===== config.mk =====
export PLATFORM = sky130hd
export DESIGN_NAME = weights_loader
export DESIGN_NICKNAME = d
export VERILOG_FILES = /design/src/rtl/weights_loader.sv
export SDC_FILE = /design/constraint.sdc
export NUM_CORES = 1
export LEC_CHECK = 0
export ABC_CLOCK_PERIOD_IN_PS = 3200
export CAP_MARGIN = 10
export CORE_UTILIZATION = 45
export CTS_BUF_LIST = sky130_fd_sc_hd__clkbuf_4 sky130_fd_sc_hd__clkbuf_8
export DETAILED_ROUTE_END_ITERATION = 8
export HOLD_SLACK_MARGIN = 0.12
export PLACE_DENSITY = 0.71
export SYNTH_ARGS = -nofsm -noshare
export SYNTH_HDL_FRONTEND = slang
export SYNTH_SLANG_ARGS = --single-unit

===== constraint.sdc =====
create_clock -name clk -period 3.2 [get_ports clk]
set_input_delay 0.48 -clock clk [delete_from_list [all_inputs] [get_ports clk]]
set_output_delay 0.48 -clock clk [all_outputs]
set_load 0.01 [all_outputs]

===== src/rtl/weights_loader.sv =====
// weights_loader: turns a byte stream into little-endian 16-bit words and
//   writes them through port A of the weights memory, tracking count and checksum.
// Latency: 3 cycles per word at best (LO byte, HI byte, WRITE); done one cycle after the last write.
// Backpressure: byte_ready is high only in LO/HI, so the stream stalls during WRITE, IDLE and DONE.
//
// Ports:
//   clk, rst                 - clock and synchronous active-high reset
//   start, abort             - load request (IDLE only) and cancel (busy states only)
//   base_addr, word_count    - first word address and number of words, latched on start
//   byte_in/byte_valid/ready - incoming byte stream handshake
//   mem_address/data/wren    - port-A write path; mem_select=0 while the loader owns port A
//   busy, done               - load in progress / one-cycle completion pulse
//   words_written, checksum  - progress and modulo-2^16 sum since the last start
module weights_loader #(
  parameter int ADDR_WIDTH = 13,
  parameter int DATA_WIDTH = 16,
  parameter int CNT_WIDTH  = 14
) (
  input  logic                  clk,
  input  logic                  rst,
  input  logic                  start,
  input  logic                  abort,
  input  logic [ADDR_WIDTH-1:0] base_addr,
  input  logic [CNT_WIDTH-1:0]  word_count,
  input  logic [7:0]            byte_in,
  input  logic                  byte_valid,
  output logic                  byte_ready,
  output logic [ADDR_WIDTH-1:0] mem_address,
  output logic [DATA_WIDTH-1:0] mem_data,
  output logic                  mem_wren,
  output logic                  mem_select,
  output logic                  busy,
  output logic                  done,
  output logic [CNT_WIDTH-1:0]  words_written,
  output logic [DATA_WIDTH-1:0] checksum
);

  // The memory holds 2^ADDR_WIDTH words, so a larger request is cut to that.
  localparam int                   MAX_WORDS = 1 << ADDR_WIDTH;
  localparam logic [CNT_WIDTH-1:0] MAX_COUNT = CNT_WIDTH'(MAX_WORDS);

  typedef enum logic [2:0] {
    IDLE  = 3'd0,
    LO    = 3'd1,
    HI    = 3'd2,
    WRITE = 3'd3,
    DONE  = 3'd4
  } state_t;

  state_t                state_q, state_d;
  logic [ADDR_WIDTH-1:0] base_q;
  logic [CNT_WIDTH-1:0]  count_q;
  logic [7:0]            lo_byte_q;
  logic [CNT_WIDTH-1:0]  count_clamped;
  logic [CNT_WIDTH-1:0]  written_inc;
  logic                  xfer;

  assign count_clamped = (word_count > MAX_COUNT) ? MAX_COUNT : word_count;
  assign written_inc   = words_written + CNT_WIDTH'(1);
  assign xfer          = byte_valid && byte_ready;

  always_ff @(posedge clk) begin
    if (rst) state_q <= IDLE;
    else     state_q <= state_d;
  end

  always_comb begin
    state_d    = state_q;
    byte_ready = 1'b0;
    mem_wren   = 1'b0;
    mem_select = 1'b1;
    busy       = 1'b0;
    done       = 1'b0;
    case (state_q)
      IDLE: begin
        if (start) state_d = (count_clamped == '0) ? DONE : LO;
      end
      LO: begin
        byte_ready = 1'b1;
        mem_select = 1'b0;
        busy       = 1'b1;
        if (byte_valid) state_d = HI;
      end
      HI: begin
        byte_ready = 1'b1;
        mem_select = 1'b0;
        busy       = 1'b1;
        if (byte_valid) state_d = WRITE;
      end
      WRITE: begin
        mem_wren   = 1'b1;
        mem_select = 1'b0;
        busy       = 1'b1;
        state_d    = (written_inc == count_q) ? DONE : LO;
      end
      DONE: begin
        busy    = 1'b1;
        done    = 1'b1;
        state_d = IDLE;
      end
      default: state_d = IDLE;
    endcase
    // Abort only redirects the next state; this cycle's outputs (including a
    // WRITE strobe) still take effect.
    if (abort && (state_q != IDLE)) state_d = IDLE;
  end

  always_ff @(posedge clk) begin
    if (rst) begin
      base_q        <= '0;
      count_q       <= '0;
      lo_byte_q     <= '0;
      mem_address   <= '0;
      mem_data      <= '0;
      words_written <= '0;
      checksum      <= '0;
    end else begin
      case (state_q)
        IDLE: begin
          if (start) begin
            base_q        <= base_addr;
            count_q       <= count_clamped;
            words_written <= '0;
            checksum      <= '0;
          end
        end
        LO: begin
          if (xfer) lo_byte_q <= byte_in;
        end
        HI: begin
          if (xfer) begin
            mem_data    <= {byte_in, lo_byte_q};
            // Truncation to ADDR_WIDTH gives the silent wrap past the top word.
            mem_address <= base_q + words_written[ADDR_WIDTH-1:0];
          end
        end
        WRITE: begin
          words_written <= written_inc;
          checksum      <= checksum + mem_data;
        end
        default: ;
      endcase
    end
  end

endmodule


==> parameters.txt, run 1 <==
Parameter                              Value

Timing
  Count of final max-slew check failures ... 0
  Time the worst path needs with I/O delays and setup ... roughly 2.7 ns
  Total setup violations reported at the end of the flow ... 0
  Hold Fails Final Rpt ... 0
  Max-slew headroom at the worst pin ... 45.5%
  Post-route fraction of the period consumed by the critical path ... 85.1%
  Max Clock Skew ... 0.00882 ns
  RSZ-0062 raised after global routing ... no
  Final setup TNS ... 0 ns
  Least-Margin Pin Slew ... about 0.8 ns
  Highest Clock Rate ... 0.367 GHz
  Post-route worst setup slack ... 0.477 ns

Clock tree
  Post-CTS clock slew at the launch and capture registers of the worst setup and hold paths ... ~0.1 ns
  Clk Tree Root Cell ... sky130_fd_sc_hd__clkbuf_8
  Clk Latency, worst-skew pair ... 0.37 ns
  TritonCTS clock tree ... built
  CTS-repair resized insts ... 0
  Number of buffers added by the clock tree synthesis step ... 9
  Clock sinks ... 97
  Clock Tree Buf Depth ... 2
  Max H-tree Level ... 3
  Hold-fix buffers at CTS ... 0
  Post-CTS setup buffer count ... 0

Critical path
  Worst Setup Start Kind ... register
  Setup slack, reg-to-reg ... between 0.7 and 0.8 ns
  Worst Path Class, Setup ... reg -> out
  Worst R2R Start ... mem_data[0]
  Critical register-to-register path endpoint ... checksum[14]
  Maximum fanout count along the critical path ... 24
  Endpoint required time on the critical path ... 2.72 ns
  Number of cells on the worst reg-to-reg path ... 9
  Endpoint type of the worst setup path ... output port
  End of the critical path ... mem_wren
  Source of the critical timing path ... state_q[2]
  Arrival time of the worst setup path ... 2.24 ns

Yosys
  Count of yosys warnings during synthesis ... 0
  Flip-flop and latch count after synthesis ... 97
  Unique masters post-synth ... slightly above 60
  Synth Cell Area ... 0.00527 sq mm
  Ys async rst share ... 0%
  Top FF cell, synth ... sky130_fd_sc_hd__dfxtp_1
  Portion of the post-synthesis area used by sequential elements ... 36.9%
  Synthesized Nets ... 726
  Number of enable-type register cells in the synthesized netlist ... 0
  Mean cell area of the mapped netlist ... 8.03 sq um
  Instance count of the mapped netlist ... 656

Status
  Result of the run ... completed

Drt
  Detail-routed via count per cell ... around 5.7
  Starting DRT DRC Count ... ~240
  Routed vias ... between 5000 and 6000
  Post-detailed-route count of antenna-violating nets ... 0
  Routed Wire Length ... 14500 microns
  Drt wl/cell ... 16.2 microns
  DRC violations left ... 0
  Count of TritonRoute iterations in the first routing pass ... 5

Power
  Power Dens Cells ... approximately 370 mW/mm^2
  Total leakage power ... 2.44 nW
  Largest vdd supply drop ... roughly 0.00020 V

Global routing
  Initial antenna violation count ... 0
  Remaining Overflow, GRT ... 0
  Pin count of the biggest net entering global routing ... 45
  Total Routing Usage GR ... around 25%
  Wire length of the first global-routing pass ... 23200 microns
  Number of global-route vias before repair ... 4676

Finish
  Number of antenna repair diodes ... 0
  Fraction of layout cells with a size suffix above 1 ... around 5.3%
  Post-route cell area ... 0.00662 sq mm
  Area growth syn-to-layout ... 25.8%
  Most frequent cells in the layout ... sky130_fd_sc_hd__nand2_1, sky130_fd_sc_hd__clkdlybuf4s50_1, sky130_fd_sc_hd__dfxtp_1, sky130_fd_sc_hd__a21oi_1, sky130_fd_sc_hd__nor2_1
  Final layout net count ... 815
  Leading cell type in the layout, fill and taps excluded ... sky130_fd_sc_hd__nand2_1
  Final Util ... 58.0%
  Non-filler cells, final ... 893

Worst hold path
  Worst hold-check path type ... reg -> reg

Place
  Number of buffer cells added on primary ports ... 103
  Global placer's final weighted congestion ... between 0.8 and 0.9
  Detailed placement HPWL ... slightly above 10000 microns
  Post-Place Cell Area ... 0.00640 sq mm
  Setup Slack @ Placement ... 0.710 ns
  Placed insts ... 877

Floorplanning
  Die outline width ... 110 microns
  Initial Utilization ... 46.1%
  Top Ports ... 104
  Row cnt ... 39
  Die footprint ... 0.0121 sq mm
  CORE AREA ... 0.0114 sq mm
  Chip height ... roughly 110 microns

Job
  Max capacitance violation total ... 0
[per-stage QoR]
step | power (W) | hold WS [ns]
floorplan | 0.00145 | 0.431
global placement | 0.00157 | 0.437
detailed placement | 0.00157 | 0.445
CTS | 0.00246 | 0.460
global route | 0.00255 | 0.485
finish | 0.00245 | 0.457
[routing by layer]
layer,vias to the layer above,routed length [microns],GRT usage (%)
met2,163,6830,41.2
met4,0,352,9.49
li1,2490,-,-
met3,25,805,3.70
met5,-,0,0
met1,2369,6510,32.4
[synthesized netlist by cell type, types with 4 or more instances]
master	n	area [sq um]
sky130_fd_sc_hd__buf_2	4	20.0
sky130_fd_sc_hd__o21ai_0	24	120
sky130_fd_sc_hd__ha_1	28	350
sky130_fd_sc_hd__nand2_1	118	443
sky130_fd_sc_hd__clkbuf_1	21	78.8
sky130_fd_sc_hd__o22ai_1	4	25.0
sky130_fd_sc_hd__xnor2_1	28	245
sky130_fd_sc_hd__nand3b_1	5	37.5
sky130_fd_sc_hd__nand2b_1	9	56.3
sky130_fd_sc_hd__mux2i_1	9	90.1
sky130_fd_sc_hd__a311oi_1	6	52.6
sky130_fd_sc_hd__a22o_1	4	35.0
sky130_fd_sc_hd__nor2b_1	4	25.0
sky130_fd_sc_hd__nor2_1	51	191
sky130_fd_sc_hd__or3_1	6	37.5
sky130_fd_sc_hd__a31oi_1	7	43.8
sky130_fd_sc_hd__dfxtp_1	97	1940
sky130_fd_sc_hd__nor3_1	13	65.1
sky130_fd_sc_hd__a211oi_1	7	52.6
sky130_fd_sc_hd__a21oi_1	81	405
sky130_fd_sc_hd__nand3_1	21	105
sky130_fd_sc_hd__and4_1	4	35.0
sky130_fd_sc_hd__buf_1	6	22.5
sky130_fd_sc_hd__a22oi_1	11	82.6
sky130_fd_sc_hd__a21o_1	6	45.0
sky130_fd_sc_hd__inv_1	11	41.3
sky130_fd_sc_hd__xor2_1	13	114
[sequential cells by signal (all words and copies together), names as in the netlist]
signal         cells
checksum          16
mem_data          16
count_q           14
words_written     14
base_q            13
mem_address       13
lo_byte_q          8
state_q            3
[worst max-delay path: stages (launching register included)]
cell                              delay, ns
sky130_fd_sc_hd__dfxtp_1               0.62
sky130_fd_sc_hd__or2_2                 0.56
sky130_fd_sc_hd__clkinv_1              0.17
sky130_fd_sc_hd__clkdlybuf4s50_1       0.52
[cell type report]
cell class	count	area, sq um
Clock buffer	11	145
Clock inverter	5	78.8
Fill cell	1064	4800
Inverter	12	45.0
Multi-Input combinational cell	512	3130
Sequential cell	97	1940
Tap cell	143	179
Timing Repair Buffer	113	1100
[report_power, final]
| part | switching, W | leakage (nW) | internal [W] |
|---|---|---|---|
| Sequential | 0.0000237 | 0.785 | 0.00124 |
| Clock | 0.000438 | 0.117 | 0.000470 |
| Combinational | 0.000156 | 1.54 | 0.000129 |
| Total | 0.000617 | 2.44 | 0.00184 |
[logic make-up (layout without fill, tap and decap cells)]
logic type	count (synthesis)	count (layout)	synth area share, %
and+or+nand+nor	261	261	23.5
AOI/OAI and AO/OA	171	171	20.0
DFF	97	97	36.9
buffers and inverters	47	141	3.73
xor gates and xnor gates	41	41	6.82
adders and majority gates	30	30	7.41
muxes	9	9	1.71
[worst min path at each step]
stage                      start          end  slack [ns]  cells past startpoint
CTS                 lo_byte_q[6]  mem_data[6]        0.46                      2
global placement    lo_byte_q[5]  mem_data[5]        0.44                      2
floorplan           lo_byte_q[0]  mem_data[0]        0.43                      2
global route        lo_byte_q[7]  mem_data[7]        0.48                      2
detailed placement  lo_byte_q[6]  mem_data[6]        0.45                      2
finish              lo_byte_q[6]  mem_data[6]        0.46                      2
No activity file was read; power rests on OpenSTA's default activity.
==> run 2, diff against run 1 <==
CTS_CLUSTER_DIAMETER = 200   (was default)
==> results of run 2 <==
Same layout as run 1: the final DEF is identical, and so are final timing and power.
==> run 3, diff against run 2 <==
CORE_UTILIZATION = 54   (was 45)
MAX_ROUTING_LAYER = met4   (was default)
PLACE_DENSITY = 0.83   (was 0.71)
==> parameters.txt, run 3 (synthesis gave the netlist of run 1 again) <==
Parameter                              Value

Status
  Result of the run ... completed (unchanged)

Power
  Relative contribution of combinational cells to total power ... 12.3% (was 11.6%)
  Switching part of the total ... 27.9% (was 25.2%)
  Largest vdd supply drop ... 0.000244 V (was 0.000196 V)
  Final Total Pwr ... 0.00233 W (was 0.00245 W)
  Power Dens Cells ... 355 mW/mm^2 (was 370 mW/mm^2)
  Clock share of power ... 33.6% (was 37.0%)
  Design internal power ... 0.00168 W (was 0.00184 W)
  Total leakage power ... 2.41 nW (was 2.44 nW)
  Portion of total power attributed to sequential cells ... 54.0% (was 51.4%)
  Net switching power ... 0.000652 W (was 0.000617 W)

Timing
  Hold Fails Final Rpt ... 0 (unchanged)
  RSZ-0062 raised after global routing ... no (unchanged)
  Total setup violations reported at the end of the flow ... 0 (unchanged)
  Time the worst path needs with I/O delays and setup ... 2.74 ns (was 2.72 ns)
  Max Clock Skew ... 0.00906 ns (was 0.00882 ns)
  Post-route fraction of the period consumed by the critical path ... 85.6% (was 85.1%)
  Final hold slack ... 0.464 ns (was 0.457 ns)
  Highest Clock Rate ... 0.365 GHz (was 0.367 GHz)
  Final setup TNS ... 0 ns (unchanged)
  Least-Margin Pin Slew ... 0.832 ns (was 0.817 ns)
  Max-slew headroom at the worst pin ... 44.5% (was 45.5%)
  Count of final max-slew check failures ... 0 (unchanged)

Critical path
  Number of cells on the worst reg-to-reg path ... 9 (unchanged)
  Worst Path Class, Setup ... reg -> out (unchanged)
  Setup slack, reg-to-reg ... 0.68 ns (was 0.71 ns)
  Endpoint type of the worst setup path ... output port (unchanged)
  Worst R2R Start ... mem_data[0] (unchanged)
  Maximum fanout count along the critical path ... 24 (unchanged)
  End of the critical path ... mem_wren (unchanged)
  Endpoint required time on the critical path ... 2.72 ns (about the same)
  Worst Setup Start Kind ... register (unchanged)
  Critical register-to-register path endpoint ... checksum[14] (unchanged)
  Arrival time of the worst setup path ... 2.26 ns (was 2.24 ns)
  Source of the critical timing path ... state_q[2] (unchanged)

Drt
  Count of TritonRoute iterations in the first routing pass ... 5 (unchanged)
  Routed Wire Length ... 14300 microns (was 14500 microns)
  Post-detailed-route count of antenna-violating nets ... 0 (unchanged)
  Starting DRT DRC Count ... 385 (was 243)
  Detail-routed via count per cell ... 5.90 (was 5.65)
  DRC violations left ... 0 (unchanged)
  Drt wl/cell ... 16.3 microns (was 16.2 microns)
  Routed vias ... 5187 (was 5047)

Clock tree
  Post-CTS setup buffer count ... 0 (unchanged)
  Clock sinks ... 97 (unchanged)
  Clk Tree Root Cell ... sky130_fd_sc_hd__clkbuf_8 (unchanged)
  CTS-repair resized insts ... 0 (unchanged)
  TritonCTS clock tree ... built (unchanged)
  Clk Latency, worst-skew pair ... 0.37 ns (about the same)
  Number of buffers added by the clock tree synthesis step ... 9 (unchanged)
  Max H-tree Level ... 3 (unchanged)
  Clock Tree Buf Depth ... 2 (unchanged)
  Hold-fix buffers at CTS ... 0 (unchanged)
  Post-CTS clock slew at the launch and capture registers of the worst setup and hold paths ... 0.09 ns (was 0.10 ns)

Place
  Global placer's final weighted congestion ... 0.936 (was 0.865)
  Detailed placement HPWL ... 10100 microns (was 10300 microns)
  Number of buffer cells added on primary ports ... 103 (unchanged)
  Placed insts ... 863 (was 877)
  Post-Place Cell Area ... 0.00638 sq mm (was 0.00640 sq mm)

Finish
  Final layout net count ... 815 (unchanged)
  Non-filler cells, final ... 879 (was 893)
  Largest registers ... checksum: 16 flops, mem_data: 16 flops (unchanged)
  Fraction of layout cells with a size suffix above 1 ... 5.33% (unchanged)
  Post-route cell area ... 0.00657 sq mm (was 0.00662 sq mm)
  Area growth syn-to-layout ... 24.8% (was 25.8%)
  Leading cell type in the layout, fill and taps excluded ... sky130_fd_sc_hd__nand2_1 (unchanged)
  Number of antenna repair diodes ... 0 (unchanged)
  Most frequent cells in the layout ... sky130_fd_sc_hd__nand2_1, sky130_fd_sc_hd__clkdlybuf4s50_1, sky130_fd_sc_hd__dfxtp_1, sky130_fd_sc_hd__a21oi_1, sky130_fd_sc_hd__nor2_1 (unchanged)

Global routing
  Pin count of the biggest net entering global routing ... 49 (was 45)
  Total Routing Usage GR ... 30.5% (was 24.8%)
  Wire length of the first global-routing pass ... 23600 microns (was 23200 microns)
  Number of global-route vias before repair ... 4945 (was 4676)
  Initial antenna violation count ... 0 (unchanged)
  Remaining Overflow, GRT ... 0 (unchanged)

Floorplanning
  CORE AREA ... 0.00933 sq mm (was 0.0114 sq mm)
  Chip height ... 101 microns (was 110 microns)
  Die footprint ... 0.0101 sq mm (was 0.0121 sq mm)
  Die outline width ... 101 microns (was 110 microns)
  Top Ports ... 104 (unchanged)
  Initial Utilization ... 56.4% (was 46.1%)
  Row cnt ... 35 (was 39)

Worst hold path
  Start point of the worst min-delay path ... base_q[3] (was lo_byte_q[6])
  Worst hold-check path type ... reg -> reg (unchanged)

Job
  Max capacitance violation total ... 0 (unchanged)
run 3: cell types whose count changed in the layout (fill, tap and decap cells not counted), sizes merged:
| cell | before | now |
|---|---|---|
| clkinv | 4 | 2 |
| clkbuf | 11 | 10 |
| bufinv | 2 | 0 |
| inv | 11 | 13 |
| clkinvlp | 0 | 3 |
run 3: power groups by stage:
stage               Clock [W]  Combinational, W  Sequential (W)
floorplan                   0          0.000166         0.00128
global placement            0          0.000275         0.00129
detailed placement          0          0.000284         0.00129
CTS                  0.000792          0.000285         0.00126
global route         0.000839          0.000316         0.00126
finish               0.000784          0.000288         0.00126
run 3: how the worst min path moves through the flow:
stage / end / slack (ns) / depth (start not counted)
floorplan: mem_data[0] / 0.43 / 2
global route: lo_byte_q[4] / 0.48 / 2
finish: base_q[3] / 0.46 / 2
global placement: mem_data[1] / 0.43 / 2
detailed placement: mem_address[5] / 0.45 / 2
CTS: lo_byte_q[5] / 0.46 / 2
run 3: cell type report:
type | count | area (sq um)
inverter | 12 | 45.0
sequential | 97 | 1940
clock buffer | 10 | 138
fill | 768 | 2760
timing repair buffer | 113 | 1100
tap | 129 | 161
clock inverter | 6 | 51.3
multi-input combinational | 512 | 3130
run 3: metal layers:
| layer | global-route usage [%] | wire length [microns] |
|---|---|---|
| met3 | 5.48 | 1120 |
| met4 | 12.3 | 314 |
| met1 | 37.4 | 6050 |
| met2 | 49.6 | 6830 |
| met5 | - | 0 |
run 3: critical path, stage by stage (launching register included):
cell,delay [ns]
sky130_fd_sc_hd__dfxtp_1,0.63
sky130_fd_sc_hd__or2_2,0.57
sky130_fd_sc_hd__clkinv_1,0.18
sky130_fd_sc_hd__clkdlybuf4s50_1,0.51
run 3: per-stage QoR:
step | setup slack [ns] | utilization, %
after global routing | 0.321 | 70.4
after CTS | 0.472 | 70.4
after global placement | 0.706 | 68.4
final | 0.460 | 70.4
after floorplan | 0.909 | -
after detailed placement | 0.670 | 68.4
